### config.mk
export PLATFORM = sky130hd
export DESIGN_NAME = gbsha_decim
export DESIGN_NICKNAME = d
export VERILOG_FILES = /design/src/rtl/gbsha_decim.sv
export SDC_FILE = /design/constraint.sdc
export NUM_CORES = 1
export LEC_CHECK = 0
export BUFFER_PORTS_ARGS = -buffer_cell sky130_fd_sc_hd__buf_2
export CORE_UTILIZATION = 40
export CTS_CLUSTER_DIAMETER = 120
export DETAILED_ROUTE_END_ITERATION = 10
export GPL_ROUTABILITY_DRIVEN = 0
export HOLD_SLACK_MARGIN = 0.08
export PLACE_DENSITY = 0.6
export SETUP_SLACK_MARGIN = 0.05
export SLEW_MARGIN = 10
export SYNTH_ARGS = -nofsm -noshare
export SYNTH_HDL_FRONTEND = slang
export SYNTH_SLANG_ARGS = --single-unit
### constraint.sdc
create_clock -name clk -period 3.5 [get_ports clk]
set_clock_uncertainty 0.15 [all_clocks]
set_input_delay 0.175 -clock clk [delete_from_list [all_inputs] [get_ports clk]]
set_output_delay 0.175 -clock clk [all_outputs]
set_load 0.05 [all_outputs]
### src/rtl/gbsha_decim.sv
// gbsha_decim: integrate-and-dump decimator feeding a 2-entry output FIFO.
//   Sums N_DEC signed samples, narrows the sum to BW_out, and queues it for
//   a ready/valid consumer. A result that arrives when the FIFO is full and
//   is not draining in the same cycle is dropped, and the sticky drop flag
//   is set.
// Build option: define GBSHA_DECIM_SAT_EN to saturate the narrowed result.
//   When it is undefined, the low BW_out bits are kept (two's-complement wrap).
// Ports:
//   clk       - clock, rising edge
//   reset     - asynchronous reset, active low
//   in_valid  - x_in carries a sample this cycle (no backpressure)
//   x_in      - signed input sample, BW_in bits
//   out_valid - FIFO head is valid on y_out
//   out_ready - consumer accepts the head when out_valid is high
//   y_out     - signed decimated sum at the FIFO head, BW_out bits
//   drop      - sticky flag: a result was lost to a full FIFO
//   level     - FIFO occupancy, 0..2
module gbsha_decim #(
  parameter int unsigned N_DEC  = 4,
  parameter int unsigned BW_in  = 3,
  parameter int unsigned BW_out = 4
) (
  input  logic              clk,
  input  logic              reset,
  input  logic              in_valid,
  input  logic [BW_in-1:0]  x_in,
  output logic              out_valid,
  input  logic              out_ready,
  output logic [BW_out-1:0] y_out,
  output logic              drop,
  output logic [1:0]        level
);

  localparam int unsigned PH_W   = $clog2(N_DEC);
  localparam int unsigned BW_acc = BW_in + PH_W;
  localparam logic [PH_W-1:0] PH_LAST = PH_W'(N_DEC - 1);

  logic [PH_W-1:0]   phase;
  logic [BW_acc-1:0] acc;
  logic [BW_acc-1:0] x_ext;
  logic [BW_acc-1:0] sum;
  logic [BW_out-1:0] result;
  logic [BW_out-1:0] tail;
  logic              push;
  logic              pop;

  logic [BW_out-1:0] y_nxt;
  logic [BW_out-1:0] tail_nxt;
  logic [1:0]        level_nxt;
  logic              drop_nxt;

  // Running sum including the current sample, and its narrowed form.
  always_comb begin
    x_ext = {{(BW_acc - BW_in){x_in[BW_in-1]}}, x_in};
    sum   = acc + x_ext;
`ifdef GBSHA_DECIM_SAT_EN
    // In range only if every bit from the BW_out sign position up matches.
    if ((&sum[BW_acc-1:BW_out-1]) || ~(|sum[BW_acc-1:BW_out-1])) begin
      result = sum[BW_out-1:0];
    end else if (sum[BW_acc-1]) begin
      result = {1'b1, {(BW_out - 1){1'b0}}};
    end else begin
      result = {1'b0, {(BW_out - 1){1'b1}}};
    end
`else
    result = sum[BW_out-1:0];
`endif
  end

  assign push = in_valid && (phase == PH_LAST);
  assign pop  = out_valid && out_ready;

  // FIFO next state: y_out is the head register, tail is the second entry.
  always_comb begin
    y_nxt     = y_out;
    tail_nxt  = tail;
    level_nxt = level;
    drop_nxt  = drop;
    case (level)
      2'd0: begin
        if (push) begin
          y_nxt     = result;
          level_nxt = 2'd1;
        end
      end
      2'd1: begin
        case ({push, pop})
          2'b11:   y_nxt = result;
          2'b10: begin
            tail_nxt  = result;
            level_nxt = 2'd2;
          end
          2'b01:   level_nxt = 2'd0;
          default: ;
        endcase
      end
      default: begin
        case ({push, pop})
          2'b11: begin
            y_nxt    = tail;
            tail_nxt = result;
          end
          2'b10:   drop_nxt = 1'b1;
          2'b01: begin
            y_nxt     = tail;
            level_nxt = 2'd1;
          end
          default: ;
        endcase
      end
    endcase
  end

  // Phase/accumulator and FIFO registers.
  always_ff @(posedge clk or negedge reset) begin
    if (!reset) begin
      phase     <= '0;
      acc       <= '0;
      y_out     <= '0;
      tail      <= '0;
      level     <= 2'd0;
      drop      <= 1'b0;
      out_valid <= 1'b0;
    end else begin
      if (in_valid) begin
        if (phase == PH_LAST) begin
          phase <= '0;
          acc   <= '0;
        end else begin
          phase <= phase + PH_W'(1);
          acc   <= sum;
        end
      end
      y_out     <= y_nxt;
      tail      <= tail_nxt;
      level     <= level_nxt;
      drop      <= drop_nxt;
      out_valid <= (level_nxt != 2'd0);
    end
  end

endmodule

# --- Yosys cells after proc, flatten, opt, wreduce, memory -nomap -nowiden ---
# Index checks and enable logic that the tools add are counted.
op_classes:
  add_sub_neg: 2
  eq_ne: 8
  n_mux: 12
  bitwise: 2
  reduce_logical: 11
op_table:
  columns: ["cell", "n"]
  rows:
  - ["4-bit two-way mux", 4]
  - ["4-bit case mux with 2 select lines", 2]
  - ["2-bit case mux with 2 select lines", 2]
  - ["2-bit equality test (second input constant)", 3]
  - ["2-bit two-way mux", 3]
  - ["3-bit AND reduction", 2]
  - ["5-bit adder", 1]
  - ["5-bit two-way mux", 1]
  - ["2-bit by 1-bit equality test with 1-bit output (second input constant)", 2]
  - ["2-bit inequality test (second input constant)", 2]
  - ["2-bit nonzero test", 2]
  - ["2-bit OR reduction", 2]
  - ["3-bit nonzero test", 1]
  - ["2-bit by 1-bit adder with 2-bit output (second input constant)", 1]
  - ["1-bit logical AND", 2]
  - ["2-bit zero test", 1]
  - ["2-bit by 1-bit inequality test with 1-bit output (second input constant)", 1]
  - ["1-bit NOT", 2]
  - ["2-bit AND reduction", 1]
word_totals:
  register_bits: 19
  in_bits: 7
  output_inout_bits: 8
  word_cells: 42

# --- Logic depth before layout (Yosys ltp) ---
# Gate-level depths: netlist (run 1).
depth:
  ltp_word: 6
  mapped_depth: 8
  depth_no_buf: 8

# --- Worst setup path after synthesis (run 1) ---
# OpenSTA, ideal clock, no wires.
synth_timing:
  path_type: "reg2reg"
  startpoint: "register out_valid"
  endpoint: "register y_out[1]"
  arrival_ns: 1.737
  slack_ns: 1.488
  path_stages_with_launch: 7
  n_path_buf: 0
  path_cell_list: "dfrtp_1 > nand2_1 > inv_1 > ha_1 > a21oi_2 > a22oi_4 > mux2_4"
synth_between:
  elab_chain_cells: 5
synth_lines:
  columns: ["element", "line", "source"]
  rows:
  - ["start, declared", "27", "output logic out_valid,"]
  - ["start signal, assigned", "138", "out_valid <= (level_nxt != 2'd0);"]
  - ["1-bit logical AND (*)", "71", "assign pop = out_valid && out_ready;"]
  - ["2-bit by 1-bit equality test with 1-bit output or 2-bit equality test (tied branches)", "98, 87", null]
  - ["2-bit OR reduction (no source line)", null, null]
  - ["3-bit nonzero test (no source line)", null, null]
  - ["3-bit AND reduction (no source line) (*)", null, null]
  - ["end signal, assigned", "134", "y_out <= y_nxt;"]
  - ["end, declared", "29", "output logic [BW_out-1:0] y_out,"]
# Every way passes the cells marked *; elsewhere a longest branch is shown, timed or not.
# A chain may end at the register's enable or synchronous reset.

# --- Final worst setup path (run 1) ---
layout_timing:
  startpoint: "register phase[0]"
  endpoint: "register y_out[3]"
layout_between:
  elab_chain_cells: 6
layout_lines:
  columns: ["element", "line", "source"]
  rows:
  - ["start, declared", "38", "logic [PH_W-1:0] phase;"]
  - ["start signal, assigned", "130", "phase <= phase + PH_W'(1);"]
  - ["2-bit equality test (*)", "70", "assign push = in_valid && (phase == PH_LAST);"]
  - ["1-bit logical AND (*)", "70", null]
  - ["2-bit by 1-bit equality test with 1-bit output or 2-bit equality test (tied branches)", "98, 87", null]
  - ["2-bit OR reduction (no source line)", null, null]
  - ["3-bit nonzero test (no source line)", null, null]
  - ["3-bit AND reduction (no source line) (*)", null, null]
# Marked as above.

==> metrics.cfg, run 1 <==
[placed_design]
place_ws_ps=1580
placedInstanceArea_sq_um=1050
portBuffers=14
place_hpwl_um=1200

[global_routing]
grt_max_degree=19
track_usage=0.145
antenna_found_initial=0
first_global_vias=608
grt_pass1_wl_um=2730
grt-ovfl-total=0

[clock_tree]
numClockSinks=18
clk_pin_slew_ps=110
numCtsBuffers=3
clkLatencyLatePin_ps=290
clk_path_buf_depth=2
clock_tree.root_cell=clkbuf_4
h-tree-depth=1
cts_tree=done

[synth]
synthArstFlopShare=1.00
netlist_instances=87
synth_cell_types=27
yosys_warnings=0
synth.cell_area_sq_um=957
synth-seq-cells=18
synth-main-ff-cell=dfrtp_1
synth_edf_count=0
syn_nets=102
seq_area_frac_synth=0.471
syn_avg_cell_area_sq_um=11.0

[floorplan]
row_count=17
die_x_um=50.9
pin_count=15
die_h_um=50.9
die_area_sq_um=2590
start_util=0.429
core_sq_um=2230

[worst_setup_path]
start_kind=flip-flop
rrSetupSlack_ps=1580
path_common_cell=ha_1
critPathMaxStageDelay_ps=380
cp_cell_sequence=ha_1, nand2_2, inv_1, ha_1, a21oi_2, a22oi_4, mux2i_1, o31ai_1
worstSetupPathType=flip-flop to flip-flop
cp_max_fo=6
end_kind=flip-flop
cp.arrival_ps=1940
cp.required_ps=3520
crit_slowest_cell=dfrtp_1

[routing]
vias=640
firstDrtPassIters=4
wl_per_cell_um=12.3
via_per_inst=4.81
drc=0
detail-route-antenna-nets=0
first_iter_violations=3
routed_wl_um=1630

[worst_hold_path]
min_path_type=input pin to asynchronous set/reset pin

[timing]
tns_ps=0
fin_ws_ps=1580
worstMarginPinSlew_ps=534
min_period_ps=1920
report.final.slew_viol_count=0
final.period_utilization=0.550
relSlewSlack=0.644
rsz0062_at_grt=no
setup_violations=0
hold_viol=0
timing.fmax_mhz=520

[finish]
multi_input_area_sq_um=454
syn_to_final_growth_pct=15.3
regArea_sq_um=450
fill_cells=212
fin_nets=121
drive_gt1_frac=0.248
final_area_sq_um=1100
n_antenna_cell=0

[power]
power_density_nw_per_um2=914
p_leak_nw=0.565
vdd_drop_max_mv=0.405
power.total_mw=1.01

[job]
maxCapViolCount=0

[run_status]
outcome=finished, final reports clean

final timing paths:
| kind | cells past startpoint | startpoint | to |
|---|---|---|---|
| setup reg to reg | 8 | phase[0] | y_out[3] |
| setup / recovery | 8 | phase[0] | y_out[3] |
| max in group asynchronous | 2 | reset | acc[0] |
| min in group clk | 3 | x_in[0] | tail[0] |
| hold / removal | 2 | reset | drop |
| hold reg to reg | 1 | drop | drop |
per-layer routing:
layer | vias to the layer above | part of all wire | GRT usage
li1 | 326 | - | -
met1 | 305 | 0.51 | 0.183
met2 | 7 | 0.45 | 0.230
met3 | 2 | 0.023 | 0.0536
met4 | 0 | 0.0092 | 0.0417
met5 | - | 0 | 0
layout by cell type (no fill, tap or decap):
master         count
a21boi_0           1
a21o_1             2
a21oi_1            3
a21oi_2            2
a22oi_4            1
and2_1             1
buf_2             14
clkbuf_4           3
clkbuf_8           1
dfrtp_1           18
dlygate4sd3_1      2
fa_1               1
ha_1               7
inv_1             10
mux2_2             1
mux2_4             2
mux2i_1            5
nand2_1            7
nand2_2            1
nand2b_1           2
nand3b_1           1
nor2_1             4
o21a_2             1
o21ai_0            5
o21ai_1            1
o22ai_1            3
o31ai_1            2
or2_1              1
xnor2_1            2
xor2_1             1
repair_timing:
item                      CTS  global route
setup buffers               0             0
hold buffers                2             0
gates resized for setup     0             0
hold endpoints to repair   20             0
where the power goes:
group          internal [mW]  switching [mW]
Combinational          0.188           0.325
Sequential             0.300          0.0686
Clock                 0.0633          0.0631
registers in the layout (all words and copies together) (netlist names):
name and flops:
acc 4, tail 4, out_valid 1, level 2, drop 1, y_out 4
phase 2
synthesized netlist by cell type, types with 2 or more instances:
cell type  number  share of area
nand2_1         7          0.027
dfrtp_1        18           0.47
o21ai_0         5          0.026
nor2_1          4          0.016
mux2_4          2          0.031
a21oi_2         2          0.018
ha_1            7          0.091
xnor2_1         2          0.018
nand2b_1        2          0.013
o22ai_1         3          0.020
a21o_1          2          0.016
inv_1          10          0.039
buf_4           2          0.016
mux2i_1         5          0.052
a21oi_1         3          0.016
o31ai_1         2          0.016
stage by stage:
step / cells / util / hold slack, ps
finish: 133 / 0.494 / 181
global route: 133 / 0.494 / 192
CTS: 133 / 0.494 / 171
detailed placement: 127 / 0.469 / -13.3
global placement: 127 / 0.469 / -20.9
floorplan: 87 / - / -271
logic make-up (layout without fill, tap and decap cells):
logic type      after synthesis  count (layout)  synth area share
simple gates                 17              17            0.0837
mux                           8               8            0.0954
buf+inv                      12              30            0.0549
xor+xnor                      3               3            0.0275
compound gates               21              21             0.156
flops                        18              18             0.471
fa+ha+maj                     8               8             0.112
final cells by class:
type / count / share of cell area
inverter: 10 / 0.0340
sequential: 18 / 0.408
tap: 28 / 0.0317
clock buffer: 4 / 0.0329
timing repair buffer: 16 / 0.0816
multi-input combinational: 57 / 0.412
critical path, delay by kind of cell (launching register included):
kind            cells  cell delay (ps)
fa+ha+maj           2              450
compound gates      3              420
flops               1              380
mux                 1              220
buf+inv             1              100
simple gates        1               80
Note: power is estimated with default switching activity, not from simulation.
==> run 2: changes to the inputs <==
--- a/config.mk
+++ b/config.mk
@@ -11,7 +11,7 @@
 export DETAILED_ROUTE_END_ITERATION = 10
 export GPL_ROUTABILITY_DRIVEN = 0
 export HOLD_SLACK_MARGIN = 0.08
-export PLACE_DENSITY = 0.6
+export PLACE_DENSITY = 0.62
 export SETUP_SLACK_MARGIN = 0.05
 export SLEW_MARGIN = 10
 export SYNTH_ARGS = -nofsm -noshare
==> constraint.sdc (replaced) <==
create_clock -name clk -period 1.6 [get_ports clk]
set_clock_uncertainty 0.15 [all_clocks]
set_input_delay 0.08 -clock clk [delete_from_list [all_inputs] [get_ports clk]]
set_output_delay 0.08 -clock clk [all_outputs]
set_load 0.05 [all_outputs]
==> metrics.cfg, run 2 (synthesis gave the netlist of run 1 again) <==
[worst_setup_path]
worstSetupPathType=flip-flop to flip-flop  ; unchanged
r2r_start=acc[0]  ; was phase[0]
cp.required_ps=1640  ; was 3520 ps
reg2reg_to=y_out[1]  ; was y_out[3]
cp_max_fo=2  ; was 6
rrSetupSlack_ps=-100  ; was 1580 ps
r2r_cells=5  ; was 8
cp.arrival_ps=1740  ; was 1940 ps
start_kind=flip-flop  ; unchanged
end_kind=flip-flop  ; unchanged

[clock_tree]
hold_buffers=2  ; unchanged
clock_tree.root_cell=clkbuf_4  ; unchanged
numCtsBuffers=3  ; unchanged
h-tree-depth=1  ; unchanged
clkLatencyLatePin_ps=290  ; about the same
clk_path_buf_depth=2  ; unchanged
cts_tree=done  ; unchanged
clk_pin_slew_ps=110  ; about the same
numClockSinks=18  ; unchanged

[power]
power.total_mw=2.68  ; was 1.01 mW
internal_power_mw=1.49  ; was 0.552 mW
switching_share=0.445  ; was 0.453
p_seq_frac=0.307  ; was 0.366
p_leak_nw=0.660  ; was 0.565 nW
power_density_nw_per_um2=1950  ; was 914 nW/um^2
vdd_drop_max_mv=0.957  ; was 0.405 mV
clockPowerShare=0.106  ; was 0.125
pwr-share-comb=0.587  ; was 0.509
power.switching_mw=1.19  ; was 0.457 mW

[placed_design]
place_hpwl_um=1340  ; was 1200 um
place_ws_ps=-111  ; was 1580 ps
portBuffers=14  ; unchanged
placedInstanceArea_sq_um=1180  ; was 1050 sq um

[floorplan]
core_sq_um=2230  ; unchanged
die_h_um=50.9  ; unchanged
die_area_sq_um=2590  ; unchanged
die_x_um=50.9  ; unchanged
start_util=0.429  ; unchanged
pin_count=15  ; unchanged
row_count=17  ; unchanged

[timing]
setup_violations=7  ; was 0
worstMarginPinSlew_ps=414  ; was 534 ps
fin_ws_ps=-99.9  ; was 1580 ps
min_period_ps=1700  ; was 1920 ps
report.final.slew_viol_count=0  ; unchanged
final.period_utilization=1.06  ; was 0.550
hold_viol=0  ; unchanged
tns_ps=-360  ; was 0 ps
timing.fmax_mhz=588  ; was 520 MHz
rsz0062_at_grt=yes  ; was no
relSlewSlack=0.724  ; was 0.644

[worst_hold_path]
min_path_cells=3
min_path_type=input pin to flip-flop  ; was input pin to asynchronous set/reset pin
min_to=tail[0]
hold_start=x_in[0]

[finish]
drive_gt1_frac=0.555  ; was 0.248
final_common_cell=dfrtp_1  ; unchanged
final_area_sq_um=1370  ; was 1100 sq um
n_antenna_cell=0  ; unchanged
fill_cells=187  ; was 212
fin_nets=135  ; was 121
mostFrequentLayoutCells=dfrtp_1 (15), buf_2 (14), buf_4 (12)  ; was dfrtp_1 (18), buf_2 (14), inv_1 (10)
syn_to_final_growth_pct=43.5  ; was 15.3%
top_regs=acc (4), tail (4), y_out (4)  ; unchanged

[global_routing]
grt_max_degree=19  ; unchanged
first_global_vias=714  ; was 608
grtUsageMet2=0.270  ; was 0.230
gr-usage-met3=0.0268  ; was 0.0536
grt_pass1_wl_um=3300  ; was 2730 um
met1_usage=0.237  ; was 0.183
grt-ovfl-total=0  ; unchanged
track_usage=0.175  ; was 0.145
grt_most_used_layer=met2  ; unchanged
antenna_found_initial=0  ; unchanged

[routing]
wl_per_cell_um=12.5  ; was 12.3 um
via_per_inst=4.93  ; was 4.81
routed_wl_um=1840  ; was 1630 um
drc=0  ; unchanged
vias=725  ; was 640
detail-route-antenna-nets=0  ; unchanged
firstDrtPassIters=4  ; unchanged
first_iter_violations=7  ; was 3

[job]
maxCapViolCount=0  ; unchanged

[run_status]
outcome=finished with violations  ; was finished, final reports clean
violations=setup timing

==> run 2: cell types whose count changed in the layout (fill, tap and decap cells not counted), moves of 3 or more <==
| cell | previous run | this run |
|---|---|---|
| buf_4 | 0 | 12 |
| ha_1 | 7 | 2 |
| ha_4 | 0 | 4 |
| nand2_1 | 7 | 3 |
| o21ai_0 | 5 | 1 |
| dfrtp_1 | 18 | 15 |
| dfrtp_2 | 0 | 3 |
| inv_1 | 10 | 7 |
| o21ai_1 | 1 | 4 |
==> run 2: through the flow <==
| step | util | hold WS [ps] | cells |
|---|---|---|---|
| 6_report | 0.615 | 61.1 | 147 |
| 5_1_grt | 0.615 | 67.6 | 147 |
| 4_1_cts | 0.588 | 52.2 | 147 |
| 3_5_place_dp | 0.528 | -111 | 139 |
| 3_3_place_gp | 0.528 | -116 | 139 |
| 2_1_floorplan | - | -366 | 87 |
==> run 2: cell type report <==
| class | instances | area (sq um) | share of cell area |
|---|---|---|---|
| clock buffer | 4 | 36.3 | 0.0264 |
| inverter | 10 | 42.5 | 0.0310 |
| multi-input combinational | 57 | 603 | 0.439 |
| sequential | 18 | 454 | 0.331 |
| tap | 28 | 35.0 | 0.0255 |
| timing repair buffer | 30 | 203 | 0.148 |
==> run 2: worst max path at each step <==
stage	from	to	slack, ps	depth (start not counted)
global placement	acc[0]	y_out[1]	-90	5
finish	acc[0]	y_out[1]	-100	5
CTS	phase[1]	y_out[1]	-110	7
detailed placement	phase[0]	y_out[1]	-110	7
floorplan	phase[0]	tail[0]	-100	7
global route	phase[1]	y_out[1]	-150	7
==> run 2: routing by layer <==
metal	routed length, um	part of all wire	up-vias
li1	-	-	358
met1	892	0.48	352
met2	874	0.47	11
met3	42	0.023	4
met4	36	0.020	0
met5	0	0	-
==> run 2: what timing repair did <==
item | CTS | global route
buffers inserted | 2 | 0
gates resized for setup | 14 | 17
pin swaps | 6 | 4
endpoints found under the hold margin | 24 | 1
cloned | 0 | 0
endpoints found under the setup margin | 13 | 15
==> run 2: critical path: stages (launching register included) <==
cell,delay (ps)
dfrtp_1,370
ha_2,180
inv_2,40
fa_2,520
o21ai_0,80
mux2_4,260
==> run 2: power by group through the flow <==
stage	registers [mW]	clock network [mW]	logic [mW]
after CTS	0.809	0.296	1.47
after global placement	0.805	0	1.31
after global routing	0.850	0.313	1.73
final	0.822	0.285	1.57
after floorplan	1.11	0	0.643
after detailed placement	0.811	0	1.33
==> run 3: changes to the inputs <==
--- a/config.mk
+++ b/config.mk
@@ -5,13 +5,13 @@
 export SDC_FILE = /design/constraint.sdc
 export NUM_CORES = 1
 export LEC_CHECK = 0
-export BUFFER_PORTS_ARGS = -buffer_cell sky130_fd_sc_hd__buf_2
+export BUFFER_PORTS_ARGS = -buffer_cell sky130_fd_sc_hd__clkbuf_2
 export CORE_UTILIZATION = 40
 export CTS_CLUSTER_DIAMETER = 120
 export DETAILED_ROUTE_END_ITERATION = 10
 export GPL_ROUTABILITY_DRIVEN = 0
 export HOLD_SLACK_MARGIN = 0.08
-export PLACE_DENSITY = 0.62
+export PLACE_DENSITY = 0.59
 export SETUP_SLACK_MARGIN = 0.05
 export SLEW_MARGIN = 10
 export SYNTH_ARGS = -nofsm -noshare
==> metrics.cfg, run 3 (synthesis gave the netlist of run 1 again) <==
[run_status]
outcome=finished with violations  ; unchanged
violations=setup timing  ; unchanged

[power]
vdd_drop_max_mv=1.09  ; was 0.957 mV
p_leak_nw=0.681  ; was 0.660 nW
power_density_nw_per_um2=1970  ; was 1950 nW/um^2

[finish]
final_common_cell=dfrtp_1  ; unchanged
drive_gt1_frac=0.566  ; was 0.555
regArea_sq_um=454  ; unchanged
final_cells=150  ; was 147
fin_nets=138  ; was 135
mostFrequentLayoutCells=dfrtp_1 (15), clkbuf_2 (14), buf_4 (12)  ; was dfrtp_1 (15), buf_2 (14), buf_4 (12)
fill_cells=183  ; was 187
top_regs=acc (4), tail (4), y_out (4)  ; unchanged
multi_input_area_sq_um=608  ; was 603 sq um
fin_util=0.632  ; was 0.615
n_antenna_cell=0  ; unchanged
syn_to_final_growth_pct=47.6  ; was 43.5%

[global_routing]
grt_pass1_wl_um=3420  ; was 3300 um
grt_max_degree=19  ; unchanged
met1_usage=0.232  ; was 0.237
grt-ovfl-total=0  ; unchanged
first_global_vias=760  ; was 714
gr-usage-met3=0.0387  ; was 0.0268
grtUsageMet2=0.287  ; was 0.270
track_usage=0.182  ; was 0.175
antenna_found_initial=0  ; unchanged
grt_most_used_layer=met2  ; unchanged

[routing]
detail-route-antenna-nets=0  ; unchanged
via_per_inst=4.91  ; was 4.93
routed_wl_um=2060  ; was 1840 um
drc=0  ; unchanged
first_iter_violations=6  ; was 7
firstDrtPassIters=4  ; unchanged
wl_per_cell_um=13.7  ; was 12.5 um
vias=737  ; was 725

[timing]
timing.fmax_mhz=584  ; was 588 MHz
fin_ws_ps=-111  ; was -99.9 ps
hold_viol=0  ; unchanged
setup_violations=9  ; was 7
rsz0062_at_grt=yes  ; unchanged
final.period_utilization=1.07  ; was 1.06
report.final.slew_viol_count=0  ; unchanged
min_period_ps=1710  ; was 1700 ps
relSlewSlack=0.702  ; was 0.724
worstMarginPinSlew_ps=447  ; was 414 ps

[clock_tree]
hold_buffers=2  ; unchanged
clk_pin_slew_ps=110  ; about the same
clkLatencyLatePin_ps=290  ; about the same
h-tree-depth=1  ; unchanged
numCtsBuffers=3  ; unchanged
clock_tree.root_cell=clkbuf_4  ; unchanged
numClockSinks=18  ; unchanged
clk_path_buf_depth=2  ; unchanged
cts_tree=done  ; unchanged

[floorplan]
core_sq_um=2230  ; unchanged
die_area_sq_um=2590  ; unchanged
pin_count=15  ; unchanged
start_util=0.429  ; unchanged
die_h_um=50.9  ; unchanged
die_x_um=50.9  ; unchanged
row_count=17  ; unchanged

[worst_hold_path]
min_path_type=input pin to flip-flop  ; unchanged
hold_start=x_in[0]  ; unchanged

[worst_setup_path]
cp_max_fo=4  ; was 2
cp.arrival_ps=1740  ; about the same
start_kind=flip-flop  ; unchanged
cp.required_ps=1630  ; was 1640 ps
r2r_start=phase[0]  ; was acc[0]
worstSetupPathType=flip-flop to flip-flop  ; unchanged
end_kind=flip-flop  ; unchanged
crit_start=phase[0]  ; was acc[0]

[job]
maxCapViolCount=0  ; unchanged

[placed_design]
place_inst=140  ; was 139
place_hpwl_um=1370  ; was 1340 um
portBuffers=14  ; unchanged

## run 3: what timing repair did
action                                  in CTS  in global routing
buffers inserted                             3                  1
endpoints found under the setup margin      14                 15
gates resized for setup                     25                 10
pin swaps                                    6                 10
hold endpoints to repair                    25                  1
## run 3: worst paths after layout
path,end,slack (ps),depth (start not counted)
hold / removal,tail[0],40,3
max in group asynchronous,level[0],860,2
setup / recovery,y_out[3],-110,8
setup reg to reg,y_out[3],-110,8
min in group asynchronous,acc[0],100,2
hold reg to reg,drop,320,1
## run 3: per-layer routing
layer / part of all wire / vias to the layer above / wire length [um]
met1: 0.44 / 357 / 912
li1: - / 366 / -
met4: 0.014 / 0 / 29
met2: 0.52 / 10 / 1070
met5: 0 / - / 0
met3: 0.024 / 4 / 49
## run 3: through the flow
stage	power [mW]	hold slack (ps)	cell area (sq um)	setup WS [ps]	TNS, ps
2_1_floorplan	1.75	-366	1000	-99.2	-296
3_3_place_gp	2.14	-102	1190	-101	-602
3_5_place_dp	2.17	-96.5	1190	-145	-859
4_1_cts	2.68	41.8	1370	-119	-606
5_1_grt	2.98	31.7	1410	-176	-1220
6_report	2.78	43.7	1410	-111	-544
## run 3: power breakdown
part           switching [mW]  internal [mW]  total, mW
registers               0.149          0.664      0.813
clock network           0.142          0.139      0.281
logic                   0.940          0.750       1.69
total                    1.23           1.55       2.78
## run 3: worst max-delay path, cell delays in order, from the launching register on
cell     delay, ps
dfrtp_1        410
ha_4           160
nand2_4         50
inv_4           70
ha_4           140
a21oi_4         60
a22oi_4        230
mux2i_1        230
o31ai_1         90
## run 3: layout make-up
cell class                 count  share of cell area
tap                           28              0.0248
clock buffer                   4              0.0257
sequential                    18               0.322
timing repair buffer          33               0.167
multi-input combinational     57               0.430
inverter                      10              0.0301
